[src/rtl/stepper_pulse_gen.sv]
// Step/direction pulse generator for one stepper axis.
// Issues a counted burst of STEP pulses with optional linear accel/decel and abort.
module stepper_pulse_gen #(
  parameter int unsigned CNT_W     = 32,
  parameter int unsigned DIV_W     = 16,
  parameter int unsigned DIR_SETUP = 4
) (
  input  logic             clk,
  input  logic             rst,
  input  logic             start,
  input  logic [CNT_W-1:0] step_count,
  input  logic [DIV_W-1:0] start_half,
  input  logic [DIV_W-1:0] target_half,
  input  logic [DIV_W-1:0] ramp_dec,
  input  logic             dir_in,
  input  logic             abort,
  output logic             step,
  output logic             dir,
  output logic             busy,
  output logic             done,
  output logic             aborted,
  output logic [CNT_W-1:0] steps_done
);

  localparam int unsigned SET_W = (DIR_SETUP < 2) ? 1 : $clog2(DIR_SETUP);
  localparam logic [SET_W-1:0] SETUP_LAST = SET_W'(DIR_SETUP - 1);

  typedef enum logic [2:0] {
    S_IDLE,
    S_SETUP,
    S_HIGH,
    S_LOW,
    S_FIN
  } state_t;

  state_t           state, state_nxt;
  logic [SET_W-1:0] setup_cnt, setup_cnt_nxt;
  logic [DIV_W-1:0] phase_cnt, phase_cnt_nxt;
  logic [DIV_W-1:0] cur_half, cur_half_nxt;
  logic [CNT_W-1:0] ramp_cnt, ramp_cnt_nxt;
  logic [CNT_W-1:0] cnt_lat, cnt_lat_nxt;
  logic [DIV_W-1:0] start_lat, start_lat_nxt;
  logic [DIV_W-1:0] target_lat, target_lat_nxt;
  logic [DIV_W-1:0] ramp_lat, ramp_lat_nxt;
  logic             abort_pend, abort_pend_nxt;
  logic             step_nxt, dir_nxt, busy_nxt, done_nxt, aborted_nxt;
  logic [CNT_W-1:0] steps_done_nxt;

  // Launch-time clamping of the half-period fields
  logic [DIV_W-1:0] sh_clamp_c, th_raw_c, th_clamp_c;
  always_comb begin
    sh_clamp_c = (start_half == '0) ? DIV_W'(1) : start_half;
    th_raw_c   = (target_half == '0) ? DIV_W'(1) : target_half;
    th_clamp_c = (th_raw_c > sh_clamp_c) ? sh_clamp_c : th_raw_c;
  end

  // Next half-period for the ramp; one extra bit keeps add/subtract from wrapping
  logic [CNT_W-1:0] rem_c;
  logic [DIV_W:0]   up_sum_c, dn_sub_c;
  logic [DIV_W-1:0] half_up_c, half_dn_c;
  always_comb begin
    rem_c     = cnt_lat - steps_done;
    up_sum_c  = {1'b0, cur_half} + {1'b0, ramp_lat};
    dn_sub_c  = {1'b0, cur_half} - {1'b0, ramp_lat};
    half_up_c = (up_sum_c > {1'b0, start_lat}) ? start_lat : DIV_W'(up_sum_c);
    half_dn_c = (dn_sub_c[DIV_W] || (DIV_W'(dn_sub_c) < target_lat)) ? target_lat
                                                                     : DIV_W'(dn_sub_c);
  end

  // Next-state and next-output logic
  always_comb begin
    state_nxt      = state;
    setup_cnt_nxt  = setup_cnt;
    phase_cnt_nxt  = phase_cnt;
    cur_half_nxt   = cur_half;
    ramp_cnt_nxt   = ramp_cnt;
    cnt_lat_nxt    = cnt_lat;
    start_lat_nxt  = start_lat;
    target_lat_nxt = target_lat;
    ramp_lat_nxt   = ramp_lat;
    abort_pend_nxt = abort_pend;
    step_nxt       = step;
    dir_nxt        = dir;
    busy_nxt       = busy;
    done_nxt       = 1'b0;
    aborted_nxt    = aborted;
    steps_done_nxt = steps_done;

    case (state)
      S_IDLE: begin
        if (start) begin
          steps_done_nxt = '0;
          aborted_nxt    = 1'b0;
          if (step_count == '0) begin
            state_nxt = S_FIN;
            done_nxt  = 1'b1;
          end else begin
            state_nxt      = S_SETUP;
            cnt_lat_nxt    = step_count;
            start_lat_nxt  = sh_clamp_c;
            target_lat_nxt = th_clamp_c;
            ramp_lat_nxt   = ramp_dec;
            cur_half_nxt   = sh_clamp_c;
            ramp_cnt_nxt   = '0;
            setup_cnt_nxt  = '0;
            abort_pend_nxt = 1'b0;
            dir_nxt        = dir_in;
            busy_nxt       = 1'b1;
          end
        end
      end

      S_SETUP: begin
        if (abort) begin
          state_nxt   = S_FIN;
          done_nxt    = 1'b1;
          busy_nxt    = 1'b0;
          aborted_nxt = 1'b1;
        end else if (setup_cnt == SETUP_LAST) begin
          state_nxt     = S_HIGH;
          step_nxt      = 1'b1;
          phase_cnt_nxt = '0;
        end else begin
          setup_cnt_nxt = setup_cnt + SET_W'(1);
        end
      end

      // An abort seen mid-pulse lets the pulse complete and counts it
      S_HIGH: begin
        if (abort) abort_pend_nxt = 1'b1;
        if (phase_cnt == cur_half - DIV_W'(1)) begin
          step_nxt       = 1'b0;
          phase_cnt_nxt  = '0;
          steps_done_nxt = steps_done + CNT_W'(1);
          if (abort || abort_pend) begin
            state_nxt   = S_FIN;
            done_nxt    = 1'b1;
            busy_nxt    = 1'b0;
            aborted_nxt = 1'b1;
          end else begin
            state_nxt = S_LOW;
          end
        end else begin
          phase_cnt_nxt = phase_cnt + DIV_W'(1);
        end
      end

      S_LOW: begin
        if (abort) begin
          state_nxt   = S_FIN;
          done_nxt    = 1'b1;
          busy_nxt    = 1'b0;
          aborted_nxt = 1'b1;
        end else if (phase_cnt == cur_half - DIV_W'(1)) begin
          phase_cnt_nxt = '0;
          if (steps_done == cnt_lat) begin
            state_nxt = S_FIN;
            done_nxt  = 1'b1;
            busy_nxt  = 1'b0;
          end else begin
            state_nxt = S_HIGH;
            step_nxt  = 1'b1;
            if (rem_c <= ramp_cnt) begin
              cur_half_nxt = half_up_c;
              ramp_cnt_nxt = (ramp_cnt == '0) ? '0 : ramp_cnt - CNT_W'(1);
            end else if (cur_half > target_lat) begin
              cur_half_nxt = half_dn_c;
              ramp_cnt_nxt = ramp_cnt + CNT_W'(1);
            end
          end
        end else begin
          phase_cnt_nxt = phase_cnt + DIV_W'(1);
        end
      end

      S_FIN: begin
        state_nxt = S_IDLE;
      end

      default: begin
        state_nxt = S_IDLE;
        step_nxt  = 1'b0;
        busy_nxt  = 1'b0;
      end
    endcase
  end

  // State and output registers
  always_ff @(posedge clk) begin
    if (rst) begin
      state      <= S_IDLE;
      setup_cnt  <= '0;
      phase_cnt  <= '0;
      cur_half   <= '0;
      ramp_cnt   <= '0;
      cnt_lat    <= '0;
      start_lat  <= '0;
      target_lat <= '0;
      ramp_lat   <= '0;
      abort_pend <= 1'b0;
      step       <= 1'b0;
      dir        <= 1'b0;
      busy       <= 1'b0;
      done       <= 1'b0;
      aborted    <= 1'b0;
      steps_done <= '0;
    end else begin
      state      <= state_nxt;
      setup_cnt  <= setup_cnt_nxt;
      phase_cnt  <= phase_cnt_nxt;
      cur_half   <= cur_half_nxt;
      ramp_cnt   <= ramp_cnt_nxt;
      cnt_lat    <= cnt_lat_nxt;
      start_lat  <= start_lat_nxt;
      target_lat <= target_lat_nxt;
      ramp_lat   <= ramp_lat_nxt;
      abort_pend <= abort_pend_nxt;
      step       <= step_nxt;
      dir        <= dir_nxt;
      busy       <= busy_nxt;
      done       <= done_nxt;
      aborted    <= aborted_nxt;
      steps_done <= steps_done_nxt;
    end
  end

endmodule

[config.mk]
export PLATFORM = sky130hd
export DESIGN_NAME = stepper_pulse_gen
export DESIGN_NICKNAME = d
export VERILOG_FILES = /design/src/rtl/stepper_pulse_gen.sv
export SDC_FILE = /design/constraint.sdc
export NUM_CORES = 1
export LEC_CHECK = 0
export CORE_ASPECT_RATIO = 1.4
export CORE_MARGIN = 8
export CORE_UTILIZATION = 30
export CTS_CLUSTER_SIZE = 20
export DETAILED_ROUTE_END_ITERATION = 12
export GPL_TIMING_DRIVEN = 0
export REMOVE_ABC_BUFFERS = 1
export SETUP_SLACK_MARGIN = 0.5
export SLEW_MARGIN = 40
export SYNTH_ARGS = -nofsm -noshare
export SYNTH_HDL_FRONTEND = slang
export SYNTH_SLANG_ARGS = --single-unit
[constraint.sdc]
create_clock -name clk -period 9.5 [get_ports clk]
set_input_delay 1.425 -clock clk [delete_from_list [all_inputs] [get_ports clk]]
set_output_delay 1.425 -clock clk [all_outputs]
set_load 0.02 [all_outputs]
### Word level (Yosys, flattened, before mapping)

Cells that the tools add are included.

* reduce and logical (&&, ||, !) cells: 24
* bitwise operators: 3
* equal/unequal tests: 24
* mux-type cells: 78
* add/sub/neg operators: 9
* $lt $le $gt $ge: 5

Operators by type and width (number)
* 32-bit 2-to-1 mux: 10
* 16-bit 2-to-1 mux: 16
* 32-bit one-hot mux with 2 select lines: 2
* 32-bit by 1-bit adder with 32-bit output, second input constant: 2
* 32-bit logical NOT: 2
* 16-bit one-hot mux with 3 select lines: 1
* 32-bit equality test: 1
* 16-bit > comparator: 2
* 32-bit less-or-equal comparator: 1
* 16-bit logical NOT: 2
* 16-bit one-hot mux with 2 select lines: 1
* 32-bit by 1-bit subtractor with 32-bit output, second input constant: 1
* 32-bit subtractor: 1
* 1-bit 2-to-1 mux: 28
* 3-bit 2-to-1 mux: 9
* 2-bit inequality test, second input constant: 12
* 16-bit by 16-bit adder with 17-bit output: 1
* 17-bit by 16-bit > comparator with 1-bit output: 1
* 16-bit by 16-bit subtractor with 17-bit output: 1
* 16-bit by 1-bit adder with 16-bit output, second input constant: 1
* 16-bit equality test: 1
* 16-bit less-than comparator: 1
* 16-bit by 1-bit subtractor with 16-bit output, second input constant: 1
* 7-bit AND reduction: 2
* 24 further kinds: 43

* input bits: 85
* word-level logic and storage cells: 159
* bits in registers: 187
* output and inout bits: 37

### Depth between registers and ports, before layout

* depth in word-level cells: 10
* gate-level depth with buffers: 25
* gate-level depth less buffers: 22

### Worst setup path after synthesis

No wires, ideal clock.

* path type: reg2reg
* from: register steps_done[6]
* to: register ramp_cnt[20]
* arrival time: 5365 ps
* stages on the path, launching flop included: 23
* setup time: 137 ps
* path slack: 3998 ps
* required time: 9363 ps
* clock period less this slack: 5502 ps
* cells stage by stage: dfxtp_1 inv_1 ha_1 or4_1 o21ai_0 a2111oi_0 o31a_1 a311o_1 a31o_2 a21oi_1 xnor2_1 ha_1 nand4_1 nor3_1 o211ai_1 a2bb2oi_1 or2_2 clkbuf_1 clkbuf_1 clkbuf_1 o21ai_0 a21oi_1 a211oi_1

* cells in the longest elaborated chain, start to end: 7
* elaborated cells on any way between the ends: 11
* those cells by class: add/sub: 1; order compare: 1; eq/ne: 3; mux: 5; reduce/logical: 1

Ends and longest elaborated chain
* start: declaration: line 22 `output logic [CNT_W-1:0] steps_done`
* start signal: assignment: line 223 `steps_done <= steps_done_nxt;`
* 32-bit subtractor: line 62 `rem_c = cnt_lat - steps_done;`
* 32-bit less-or-equal comparator: line 163 `if (rem_c <= ramp_cnt) begin`
* 32-bit 2-to-1 mux: line 163
* 32-bit 2-to-1 mux: line 156 `if (steps_done == cnt_lat) begin`
* 32-bit 2-to-1 mux: line 154 `end else if (phase_cnt == cur_half - DIV_W'(1)) begin`
* 32-bit 2-to-1 mux: line 149 `if (abort) begin`
* 32-bit one-hot mux with 2 select lines: line 89 `case (state)`
* end signal: assignment: line 212 `ramp_cnt <= ramp_cnt_nxt;`
* end: declaration: line 40 `logic [CNT_W-1:0] ramp_cnt, ramp_cnt_nxt;`

Several ways; a longest one is shown, not always the timed one. The select of a mux whose other input is x is not followed.
A chain may end at the register's enable or synchronous reset.

### Final worst setup path

* from: register steps_done[1]
* to: register ramp_cnt[16]

The elaborated chain is that of the path after synthesis.

==> flow_summary.yaml <==
critical_path:
  crit_required_ns: 9.90
  cp-end-kind: "flop"
  critPathLaunch: "steps_done[1]"
  worstSetupStartpointType: "flop"
  rr_startpoint: "steps_done[1]"
  worstSetupPathType: "reg -> reg"
  r2r_cells: 21
  critPathArrivalTime_ns: 7.70
  r2r_end: "ramp_cnt[16]"
  crit_end: "ramp_cnt[16]"
  rrSetupSlack_ns: 2.21
  path_max_fanout: 49
logic_synthesis:
  yosysTopAreaCellShare_pct: 24.3
  ys_ff_latch: 187
  yosys_most_used_dff: "dfxtp_1"
  synth_edf_count: 0
  syn_avg_cell_area_um2: 7.36
  synth_cells: 2094
  synth-simple-area-share_pct: 24.2
  synth-compound-area-share_pct: 22.8
  yosysUniqueCellTypes: 75
  synth_commonest_cells: "nand2_1, a21oi_1, dfxtp_1, ha_1, inv_1"
  async_reset_ff_share_pct: 0
  synth_top_family_by_area: "simple AND/OR/NAND/NOR gates"
  synth_xor_area_share_pct: 5.17
  muxShareOfSynthArea_pct: 3.03
  ys_top_cells_by_area: "dfxtp_1, ha_1, a21oi_1, nand2_1, inv_1"
  synthAdderAreaFrac_pct: 13.8
  syn_area_um2: 15400
  yosysTopAreaCell: "dfxtp_1"
  synth.most_common_cell: "nand2_1"
  ys_warn_count: 0
  yosysSeqAreaShare_pct: 24.3
power:
  power_density_nw_per_um2: 158
  ir_worst_vdd_uv: 146
  power_leakage_nw: 6.93
drt:
  first_pass_iters: 5
  drt_iter0_drc: 907
  via_per_inst: 5.48
  drc: 0
  post_drt_wl_per_cell_um: 18.2
  num_vias: 15300
  wirelength_um: 51000
  antenna_left: 0
clocking:
  cts_resized: 0
  clkLatencyLatePin_ns: 0.47
  cts_buffers: 17
  clk_pin_slew_ns: 0.07
  cts-root-buf: "clkbuf_16"
  cts.htree.levels: 4
  cts.sinks: 187
  cts_tree: "built"
  postCtsHoldBufs: 0
  clk_path_buf_depth: 2
  cts_setup_buffers: 0
global_routing:
  antenna_found_initial: 0
  grt_pass1_vias: 15200
  gr-total-overflow: 0
  grt_max_degree: 87
  grt_use_total_pct: 16.9
  grt_pass1_wl_um: 80700
min_path:
  min_path_type: "reg -> reg"
  hold_start: "dir"
final_layout:
  drive_above_1_share_pct: 4.52
  syn_to_final_growth_pct: 16.7
  finalInstanceArea_um2: 18000
  nets: 2388
  antenna_cells: 0
timing:
  slew_viol_final: 0
  rsz0062_at_grt: "false"
  setup_tns_ns: 0
  skew_ns: 0.0141
  fin_crit_ns: 7.29
  hold_viol_final: 0
  setup_violations: 0
  max_freq_ghz: 0.137
  worst_pin_slew_ns: 0.886
  period_share_pct: 76.8
  slew_headroom_pct: 40.5
placement:
  portBuffers: 121
  place.gp.congestion: 0.916
  placed_area_um2: 17400
  dp_hpwl_um: 39900
die:
  row_count: 98
  core_area_um2: 50900
  start_util_pct: 30.3
  io_pins: 122
  die-width_um: 208
  dieArea_um2: 59000
  die_h_um: 284
outcome:
  status: "finished, final reports clean"
run:
  cap_viol_max_count: 0
-- layer usage --
layer,global-route usage (%),part of all wire (%),up-vias
met5,0,0,-
met4,9.58,5.3,0
met3,2.53,3.6,117
met2,31.7,52,390
met1,17.6,39,7195
li1,-,-,7619
-- sequential cells by signal, indices dropped and copies added (netlist names) --
signal and flops:
cnt_lat 32, ramp_cnt 32, steps_done 32, cur_half 16, phase_cnt 16, ramp_lat 16
start_lat 16, target_lat 16, state 3, setup_cnt 2, abort_pend 1, aborted 1
busy 1, dir 1, done 1, step 1
-- cell families after synthesis --
| logic type | count (synthesis) |
|---|---|
| AO/OA/AOI/OAI | 571 |
| adder cells (fa/ha/maj) | 168 |
| flip-flops | 187 |
| AND/OR/NAND/NOR | 760 |
| multiplexers | 45 |
| buffers and inverters | 272 |
| XOR/XNOR | 91 |
-- critical path, stage by stage (launching register included) --
cell and delay [ns]:
dfxtp_1 0.43, inv_1 0.11, ha_1 0.43, nor2b_1 0.19, o31a_1 0.18, o21ai_0 0.21
a2111oi_0 0.78, o31a_1 0.32, a21oi_1 0.13, o211a_1 0.24, o31ai_1 0.28, xnor2_1 0.12
ha_1 0.31, nand4_1 0.14, nor3_1 0.41, and3_1 0.26, o31a_1 0.55, or2_4 0.64
o21a_1 0.47, nand2_1 0.45, or3_1 0.49, o21ai_1 0.08
-- layout by cell type, fill, tap and decap left out, types with 11 or more instances in the layout --
master	n
nand3_1	46
a31oi_1	29
and3_1	39
nor2b_1	21
nand4_1	48
nor4_1	44
a211o_1	11
o31ai_1	18
or3_1	22
mux2i_1	32
nand2b_1	14
clkdlybuf4s50_1	120
clkbuf_16	17
a21oi_1	220
nand3b_1	17
ha_1	165
a21o_1	20
nor3_1	57
inv_1	159
nor2_1	145
o21ai_0	105
xnor2_1	66
o211ai_1	23
nand2_1	243
a211oi_1	19
o21a_1	13
xor2_1	25
mux2_2	13
dfxtp_1	187
o21ai_1	21
-- cell type report --
| type | instances | area [um2] |
|---|---|---|
| tap | 650 | 813 |
| fill | 5347 | 32900 |
| timing repair buffer | 134 | 1460 |
| inverter | 160 | 601 |
| clock buffer | 19 | 453 |
| sequential | 187 | 3740 |
| multi-input combinational | 1635 | 10800 |
| clock inverter | 13 | 148 |
-- worst min-delay path by stage --
stage	end	slack, ns	cells after the start
2_1_floorplan	ramp_cnt[31]	0.43	2
3_3_place_gp	ramp_cnt[31]	0.44	2
3_5_place_dp	ramp_cnt[31]	0.44	2
4_1_cts	ramp_cnt[31]	0.45	2
5_1_grt	ramp_cnt[31]	0.47	2
6_report	dir	0.45	2
-- stage by stage --
step                util [%]  setup slack, ns  cells  power [mW]  hold WS (ns)
global route            35.4             1.88   2798        3.02         0.470
floorplan                  -             2.84   1982        1.70         0.426
detailed placement      34.2             2.27   2766        2.08         0.443
global placement        33.4            -1.70   2753        2.02         0.442
finish                  35.4             2.21   2798        2.83         0.455
CTS                     35.3             2.25   2798        2.85         0.455
-- power by group --
| part | internal, mW | switching (mW) | total, mW |
|---|---|---|---|
| Combinational | 0.500 | 0.708 | 1.21 |
| Clock | 0.389 | 0.371 | 0.760 |
| Sequential | 0.818 | 0.0477 | 0.866 |
No activity file was read; power rests on OpenSTA's default activity.
